--- config.mk ---
export PLATFORM = sky130hd
export DESIGN_NAME = id_hazard_ctrl_flat
export DESIGN_NICKNAME = d
export VERILOG_FILES = /design/src/rtl/id_hazard_if.sv /design/src/rtl/id_hazard_ctrl.sv /design/src/flat_wrapper.sv
export SDC_FILE = /design/constraint.sdc
export NUM_CORES = 1
export LEC_CHECK = 0
export CELL_PAD_IN_SITES_DETAIL_PLACEMENT = 0
export CELL_PAD_IN_SITES_GLOBAL_PLACEMENT = 1
export CORE_MARGIN = 5
export CORE_UTILIZATION = 37
export CTS_BUF_LIST = sky130_fd_sc_hd__clkbuf_4 sky130_fd_sc_hd__clkbuf_8
export DETAILED_ROUTE_END_ITERATION = 8
export PLACE_DENSITY = 0.82
export SLEW_MARGIN = 20
export SYNTH_ARGS = -nofsm -noshare
export SYNTH_HDL_FRONTEND = slang
export SYNTH_SLANG_ARGS = --single-unit
export TNS_END_PERCENT = 1
--- constraint.sdc ---
create_clock -name clk -period 2.6 [get_ports clk]
set_input_delay 0.26 -clock clk [delete_from_list [all_inputs] [get_ports clk]]
set_output_delay 0.26 -clock clk [all_outputs]
set_load 0.01 [all_outputs]
--- src/rtl/id_hazard_if.sv ---
// Decode-stage hazard controller interface: IF/ID instruction info and branch
// resolution in, pipeline enables and performance counters out.
interface id_hazard_if #(
  parameter int unsigned CNT_W = 16
);
  logic             id_valid;
  logic [4:0]       id_rs;
  logic [4:0]       id_rt;
  logic             id_uses_rt;
  logic             id_mem_read;
  logic             ex_branch_taken;
  logic             pc_write;
  logic             if_id_write;
  logic             if_id_flush;
  logic             id_ex_bubble;
  logic [CNT_W-1:0] stall_cnt;
  logic [CNT_W-1:0] flush_cnt;

  modport master (
    output id_valid, id_rs, id_rt, id_uses_rt, id_mem_read, ex_branch_taken,
    input  pc_write, if_id_write, if_id_flush, id_ex_bubble, stall_cnt, flush_cnt
  );

  modport slave (
    input  id_valid, id_rs, id_rt, id_uses_rt, id_mem_read, ex_branch_taken,
    output pc_write, if_id_write, if_id_flush, id_ex_bubble, stall_cnt, flush_cnt
  );
endinterface

--- src/rtl/id_hazard_ctrl.sv ---
// Load-use hazard detection and taken-branch flush sequencing for the decode
// stage, with saturating stall/flush cycle counters.
module id_hazard_ctrl #(
  parameter int unsigned LOAD_USE_BUBBLES = 1,
  parameter int unsigned FLUSH_CYCLES     = 1,
  parameter int unsigned CNT_W            = 16
) (
  input logic        clk,
  input logic        reset,
  id_hazard_if.slave bus
);

  localparam bit         CHECK_MEM   = (LOAD_USE_BUBBLES == 2);
  localparam bit         MULTI_FLUSH = (FLUSH_CYCLES > 1);
  localparam logic [1:0] FCNT_INIT   = 2'(FLUSH_CYCLES - 1);

  typedef enum logic {
    RUN   = 1'b0,
    FLUSH = 1'b1
  } state_t;

  state_t           state;
  logic [1:0]       fcnt;
  logic             ex_v;
  logic [4:0]       ex_rd;
  logic             mem_v;
  logic [4:0]       mem_rd;
  logic [CNT_W-1:0] stall_cnt_q;
  logic [CNT_W-1:0] flush_cnt_q;

  logic flush;
  logic stall;
  logic issue;
  logic ex_hit;
  logic mem_hit;

  // A tracked load conflicts if its destination is a live source of IF/ID; $0 never does.
  function automatic logic match(input logic v, input logic [4:0] rd,
                                 input logic [4:0] rs, input logic [4:0] rt,
                                 input logic uses_rt);
    return v & (rd != 5'd0) & ((rs == rd) | (uses_rt & (rt == rd)));
  endfunction

  // Reset overrides everything, then flush, then stall.
  always_comb begin
    flush   = 1'b0;
    stall   = 1'b0;
    issue   = 1'b0;
    ex_hit  = match(ex_v, ex_rd, bus.id_rs, bus.id_rt, bus.id_uses_rt);
    mem_hit = CHECK_MEM & match(mem_v, mem_rd, bus.id_rs, bus.id_rt, bus.id_uses_rt);
    if (!reset) begin
      flush = (state == FLUSH) | bus.ex_branch_taken;
      stall = bus.id_valid & ~flush & (ex_hit | mem_hit);
    end
    issue = bus.id_valid & ~stall & ~flush;
  end

  assign bus.pc_write     = ~stall;
  assign bus.if_id_write  = ~stall;
  assign bus.if_id_flush  = flush;
  assign bus.id_ex_bubble = stall | flush;
  assign bus.stall_cnt    = stall_cnt_q;
  assign bus.flush_cnt    = flush_cnt_q;

  // Flush sequencer: the RUN cycle that sees the branch is the first flush cycle.
  always_ff @(posedge clk) begin
    if (reset) begin
      state <= RUN;
      fcnt  <= 2'd0;
    end else begin
      case (state)
        RUN: begin
          if (bus.ex_branch_taken && MULTI_FLUSH) begin
            state <= FLUSH;
            fcnt  <= FCNT_INIT;
          end
        end
        FLUSH: begin
          fcnt <= fcnt - 2'd1;
          if (fcnt <= 2'd1) begin
            state <= RUN;
          end
        end
        default: begin
          state <= RUN;
          fcnt  <= 2'd0;
        end
      endcase
    end
  end

  // Loads advance EX -> MEM; the load ahead of a branch keeps moving.
  always_ff @(posedge clk) begin
    if (reset) begin
      ex_v   <= 1'b0;
      ex_rd  <= 5'd0;
      mem_v  <= 1'b0;
      mem_rd <= 5'd0;
    end else begin
      mem_v  <= ex_v;
      mem_rd <= ex_rd;
      if (issue && bus.id_mem_read) begin
        ex_v  <= 1'b1;
        ex_rd <= bus.id_rt;
      end else begin
        ex_v  <= 1'b0;
        ex_rd <= 5'd0;
      end
    end
  end

  always_ff @(posedge clk) begin
    if (reset) begin
      stall_cnt_q <= '0;
      flush_cnt_q <= '0;
    end else begin
      if (stall && (stall_cnt_q != '1)) begin
        stall_cnt_q <= stall_cnt_q + CNT_W'(1);
      end
      if (flush && (flush_cnt_q != '1)) begin
        flush_cnt_q <= flush_cnt_q + CNT_W'(1);
      end
    end
  end

endmodule
--- src/flat_wrapper.sv ---
// flat-port wrapper written by rule: the top's interface ports become plain ports
module id_hazard_ctrl_flat 
#(
  parameter int unsigned LOAD_USE_BUBBLES = 1,
  parameter int unsigned FLUSH_CYCLES     = 1,
  parameter int unsigned CNT_W            = 16
)
  (clk, reset, bus_id_valid, bus_id_rs, bus_id_rt, bus_id_uses_rt, bus_id_mem_read, bus_ex_branch_taken, bus_pc_write, bus_if_id_write, bus_if_id_flush, bus_id_ex_bubble, bus_stall_cnt, bus_flush_cnt);
  id_hazard_if #(.CNT_W(CNT_W)) bus_i ();
  input logic clk;
  input logic reset;
  input wire logic [$bits(bus_i.id_valid)-1:0] bus_id_valid;
  input wire logic [$bits(bus_i.id_rs)-1:0] bus_id_rs;
  input wire logic [$bits(bus_i.id_rt)-1:0] bus_id_rt;
  input wire logic [$bits(bus_i.id_uses_rt)-1:0] bus_id_uses_rt;
  input wire logic [$bits(bus_i.id_mem_read)-1:0] bus_id_mem_read;
  input wire logic [$bits(bus_i.ex_branch_taken)-1:0] bus_ex_branch_taken;
  output wire logic [$bits(bus_i.pc_write)-1:0] bus_pc_write;
  output wire logic [$bits(bus_i.if_id_write)-1:0] bus_if_id_write;
  output wire logic [$bits(bus_i.if_id_flush)-1:0] bus_if_id_flush;
  output wire logic [$bits(bus_i.id_ex_bubble)-1:0] bus_id_ex_bubble;
  output wire logic [$bits(bus_i.stall_cnt)-1:0] bus_stall_cnt;
  output wire logic [$bits(bus_i.flush_cnt)-1:0] bus_flush_cnt;
  assign bus_i.id_valid = bus_id_valid;
  assign bus_i.id_rs = bus_id_rs;
  assign bus_i.id_rt = bus_id_rt;
  assign bus_i.id_uses_rt = bus_id_uses_rt;
  assign bus_i.id_mem_read = bus_id_mem_read;
  assign bus_i.ex_branch_taken = bus_ex_branch_taken;
  assign bus_pc_write = bus_i.pc_write;
  assign bus_if_id_write = bus_i.if_id_write;
  assign bus_if_id_flush = bus_i.if_id_flush;
  assign bus_id_ex_bubble = bus_i.id_ex_bubble;
  assign bus_stall_cnt = bus_i.stall_cnt;
  assign bus_flush_cnt = bus_i.flush_cnt;
  id_hazard_ctrl #(.LOAD_USE_BUBBLES(LOAD_USE_BUBBLES), .FLUSH_CYCLES(FLUSH_CYCLES), .CNT_W(CNT_W)) u_core (.clk(clk), .reset(reset), .bus(bus_i));
endmodule
== Word-level counts from Yosys, hierarchy flattened ==
Index checks and enable logic that the tools add are counted.

* Add/sub/neg operators: 3
* Multiply operators: 0
* Div/mod/pow operators: 0
* Magnitude comparators: 1
* Equality and inequality tests: 4
* Shift operators: 0
* Multiplexer cells: 4
* Bitwise logic cells: 15
* Reduce and logical (&&, ||, !) cells: 6

{| class="wikitable"
|+ Operators by type and width
! operator !! number
|-
| $add 16x1->16 const B || 2
|-
| $ne 16x16->1 const B || 2
|-
| $eq 5x5->1 || 2
|-
| $and 1x1->1 || 7
|-
| $not 1->1 || 5
|-
| $reduce_bool 5->1 || 1
|-
| $mux 1 || 4
|-
| $reduce_or 2->1 || 2
|-
| $logic_and 1x1->1 || 3
|-
| $or 1x1->1 || 3
|-
| $le 2x1->1 const B || 1
|-
| $sub 2x1->2 const B || 1
|}

* Bits in registers: 41
* Latch bits: 0
* RAM bits: 0
* Bits in read-only memories: 0
* Input port bits: 16
* Memories: 0

== Depth between registers and ports, before layout ==
* Depth in word-level cells: 12
* Mapped depth: 7
* Gate-level depth less buffers: 7

== Worst setup path after synthesis ==
Ideal clock, no wire load.

* Path type: reg2reg
* Start: register u_core.stall_cnt_q[0], in the netlist u_core.bus.stall_cnt[0]
* End: register u_core.stall_cnt_q[11], in the netlist u_core.bus.stall_cnt[11]
* Setup time: 0.123 ns
* Arrival time: 1.757 ns
* Setup slack: 0.720 ns
* Stages on the path, launching flop included: 8
* Period minus slack after synthesis: 1.880 ns
* Cells stage by stage: dfxtp_1 > ha_1 > nand3_1 > or4_4 > nand2_4 > buf_6 > nor3_1 > mux2_1

* Word-level cells in the longest chain between the ends: 2
* Elaborated cells on any way between the ends: 3
* Those cells by class: add/sub: 1; eq/ne: 1; reduce/logical: 1

{| class="wikitable"
|+ Ends and longest elaborated chain
! item !! line !! RTL
|-
| from (decl) || id_hazard_ctrl.sv:28 || <nowiki>logic [CNT_W-1:0] stall_cnt_q;</nowiki>
|-
| from (signal assigned) || id_hazard_ctrl.sv:118 || <nowiki>stall_cnt_q <= stall_cnt_q + CNT_W'(1);</nowiki>
|-
| branches (longest 2 deep; another with $add 16x1->16) || -- ||
|}

Parallel ways; which one is timed is not known.
A chain may end at the register's enable or synchronous reset.

== Final worst setup path ==
* Start: register u_core.ex_rd[0]
* End: output port bus_id_ex_bubble

* Word-level cells in the longest chain between the ends: 7
* Elaborated cells on any way between the ends: 10
* Those cells by class: eq/ne: 2; mux: 1; bitwise: 6; reduce/logical: 1

{| class="wikitable"
|+ Ends and longest elaborated chain
! item !! line !! RTL
|-
| from (decl) || id_hazard_ctrl.sv:25 || <nowiki>logic [4:0] ex_rd;</nowiki>
|-
| from (signal assigned) || id_hazard_ctrl.sv:104 || <nowiki>ex_rd <= bus.id_rt;</nowiki>
|-
| $eq 5x5->1 || id_hazard_ctrl.sv:41 || <nowiki>return v & (rd != 5'd0) & ((rs == rd) | (uses_rt & (rt == rd)));</nowiki>
|-
| $and 1x1->1 || id_hazard_ctrl.sv:41 ||
|-
| $or 1x1->1 || id_hazard_ctrl.sv:41 ||
|-
| $and 1x1->1 (*) || id_hazard_ctrl.sv:41 ||
|-
| $and 1x1->1 (*) || id_hazard_ctrl.sv:53 || <nowiki>stall = bus.id_valid & ~flush & (ex_hit | mem_hit);</nowiki>
|-
| $mux 1 (*) || id_hazard_ctrl.sv:51 || <nowiki>if (!reset) begin</nowiki>
|-
| $or 1x1->1 (*) || id_hazard_ctrl.sv:61 || <nowiki>assign bus.id_ex_bubble = stall | flush;</nowiki>
|-
| to (decl) || flat_wrapper.sv:21 || <nowiki>output wire logic [$bits(bus_i.id_ex_bubble)-1:0] bus_id_ex_bubble;</nowiki>
|}

Every way passes the cells marked *; elsewhere a longest branch is shown, timed or not.

==> impl_metrics.yaml <==
sta:
  final-hold-violation-count: 0
  finalCritPeriodShare: 0.945
  skew_ns: 0.00246
  rsz0062_at_grt: "false"
  setup_viol_count_final: 0
  relSlewSlack: 0.673
  fin_setup_tns_ns: 0
  worstMarginPinSlew_ns: 0.487
  fmax_mhz: 407
  layout_min_cycle_time_ns: 2.46
  drv_slew: 0
yosys:
  ys_types: 42
  synthCells: 237
  ys_seq_area_frac: 0.397
  ys_ff_latch: 41
  synth_nets: 256
  syn_area_um2: 2070
  synth_area_per_cell_um2: 8.72
  yosysWarnings: 0
global_route:
  grtUsageTotal: 0.140
  grt_overflow: 0
  antenna_found_initial: 0
  grt_pass1_vias: 1754
  grt_max_degree: 42
  grt_first_pass_wirelength_um: 8340
clocking:
  clkTransAtPathRegs_ns: 0.08
  cts_setup_buffers: 0
  clock_latency_ns: 0.29
  tritoncts: "yes"
  cts.sinks: 41
  cts_root_buf: "clkbuf_8"
  cts-htree-levels: 2
  cts.path.max_buffers: 2
  cts_buffers: 5
  cts_resized: 0
  cts_hold_buf: 0
placed_design:
  gp_congestion: 0.755
  port_buffers: 51
  hpwlAfterDp_um: 3500
outcome:
  status: "finished clean"
floorplan:
  fp-row-count: 27
  die_h_um: 84.7
  core_um2: 5470
  die-area_um2: 7180
  start_util: 0.378
  io_pins: 52
  die_w_um: 84.7
cells_and_area:
  layout-drive-gt1-share: 0.0519
  diodes: 0
  syn2layout_area_growth_pct: 31.7
  fin_nets: 307
detailed_routing:
  drt-pass1-iter-count: 4
  drt_iter0_drc: 47
  drt-wirelength-per-cell_um: 13.7
  via_count: 1867
  drt-vias-per-instance: 5.17
  drc: 0
  drtAntennaViolNets: 0
  drt-total-wl_um: 4950
worst_setup_path:
  endpoint_kind: "output pin"
  critPathMaxFanout: 6
  critPathArrivalTime_ns: 2.20
  required_ns: 2.34
  worst-setup-path-type: "register to output pin"
  start_kind: "register"
worst_hold_path:
  hold_class: "register to register"
pwr:
  power.density_nw_per_um2: 417
  vdd_drop_max_uv: 188
  leakagePower_nw: 0.926
  total_power_mw: 1.14
job:
  maxCapViolCount: 0
==> layer usage <==
layer / track usage / share of wire / vias to the layer above
met5: 0 / 0 / -
met4: 0.0432 / 0.013 / 0
met3: 0.0432 / 0.043 / 5
met2: 0.227 / 0.46 / 27
met1: 0.178 / 0.48 / 870
li1: - / - / 965
==> worst max-delay path: stages, from the launching register on <==
cell and delay, ns:
dfxtp_1 0.35, or4_1 0.58, o211a_4 0.30, nand2b_1 0.12, nand2_1 0.07, clkdlybuf4s50_1 0.49
==> power by group <==
group | internal [mW] | switching, mW | leakage [nW]
sequential | 0.633 | 0.00610 | 0.331
clock | 0.185 | 0.230 | 0.0439
combinational | 0.0445 | 0.0376 | 0.551
total | 0.863 | 0.273 | 0.926
==> through the flow <==
stage,hold WS [ns],std cells,worst slack [ns],area (um^2),utilization
2_1_floorplan,0.382,237,0.720,2070,-
3_3_place_gp,0.443,353,0.243,2640,0.481
3_5_place_dp,0.445,353,0.212,2640,0.481
4_1_cts,0.461,361,0.115,2720,0.497
5_1_grt,0.487,361,0.0462,2720,0.497
6_report,0.460,361,0.143,2720,0.497
==> logic make-up (layout without fill, tap and decap cells) <==
kind of cell,Yosys count,in the layout,synth area share
xor gates and xnor gates,21,21,0.0890
and+or+nand+nor,115,115,0.311
DFF,41,41,0.397
adders and majority gates,3,3,0.0182
muxes,9,9,0.0466
AOI/OAI and AO/OA,35,35,0.108
buffers and inverters,13,65,0.0303
==> final cells by class <==
| type | count | area (um^2) |
|---|---|---|
| fill | 585 | 2750 |
| multi-input combinational | 183 | 1180 |
| sequential | 41 | 821 |
| timing repair buffer | 53 | 526 |
| tap | 72 | 90.1 |
| clock buffer | 5 | 68.8 |
| clock inverter | 3 | 17.5 |
| inverter | 4 | 15.0 |
==> layout by cell type, fill, tap and decap left out, drive strengths merged, types with 2 or more instances in the layout <==
cell / Yosys / layout
a211oi: 3 / 3
o31ai: 6 / 6
ha: 3 / 3
nand2: 13 / 13
nor2: 24 / 24
a21oi: 16 / 16
buf: 5 / 2
xnor2: 12 / 12
nand3: 12 / 12
o21ai: 6 / 6
nor4: 7 / 7
xor2: 9 / 9
clkinv: 0 / 2
clkbuf: 4 / 5
and4: 2 / 2
mux2: 5 / 5
nand2b: 4 / 4
or3: 5 / 5
dfxtp: 41 / 41
clkdlybuf4s50: 0 / 51
nor2b: 5 / 5
mux2i: 4 / 4
nor3: 10 / 10
or4: 8 / 8
inv: 4 / 4
and3: 4 / 4
nor4b: 2 / 2
and2: 6 / 6
nand4: 10 / 10
==> worst paths after layout <==
kind | to | startpoint | cells past startpoint | slack, ns
worst min register to register | u_core.state | u_core.fcnt[1] | 2 | 0.46
worst max register to register | u_core.bus.stall_cnt[10] | u_core.ex_rd[3] | 6 | 0.63
worst min-delay path | u_core.state | u_core.fcnt[1] | 2 | 0.46
worst max-delay path | bus_id_ex_bubble | u_core.ex_rd[0] | 5 | 0.14
==> synthesized netlist by cell type (all sizes together) <==
| master | n | area [um^2] |
|---|---|---|
| or2 | 1 | 6.26 |
| mux2i | 4 | 40.0 |
| o2111a | 1 | 11.3 |
| nand4 | 10 | 62.6 |
| nor3 | 10 | 50.1 |
| a211oi | 3 | 22.5 |
| and3 | 4 | 25.0 |
| xor2 | 9 | 78.8 |
| a32oi | 1 | 8.76 |
| nor4 | 7 | 43.8 |
| o31ai | 6 | 45.0 |
| nor4b | 2 | 23.8 |
| a21oi | 16 | 80.1 |
| xnor2 | 12 | 105 |
| or3 | 5 | 31.3 |
| inv | 4 | 15.0 |
| o21ai | 6 | 30.0 |
| buf | 5 | 32.5 |
| clkbuf | 4 | 15.0 |
| nand4b | 1 | 8.76 |
| nor2 | 24 | 90.1 |
| nand2 | 13 | 56.3 |
| or4 | 8 | 63.8 |
| and2 | 6 | 37.5 |
| and4 | 2 | 17.5 |
| o211a | 1 | 17.5 |
| dfxtp | 41 | 821 |
| nand2b | 4 | 25.0 |
| nor2b | 5 | 31.3 |
| o211ai | 1 | 7.51 |
| nand3 | 12 | 60.1 |
| mux2 | 5 | 56.3 |
| ha | 3 | 37.5 |
| or4b | 1 | 10.0 |
==> state kept, by name, summed over array words and instances, names as in the netlist <==
signal                count
u_core.fcnt               2
u_core.bus.stall_cnt     16
u_core.bus.flush_cnt     16
u_core.ex_v               1
u_core.state              1
u_core.ex_rd              5
(Power assumes the default switching activity.)
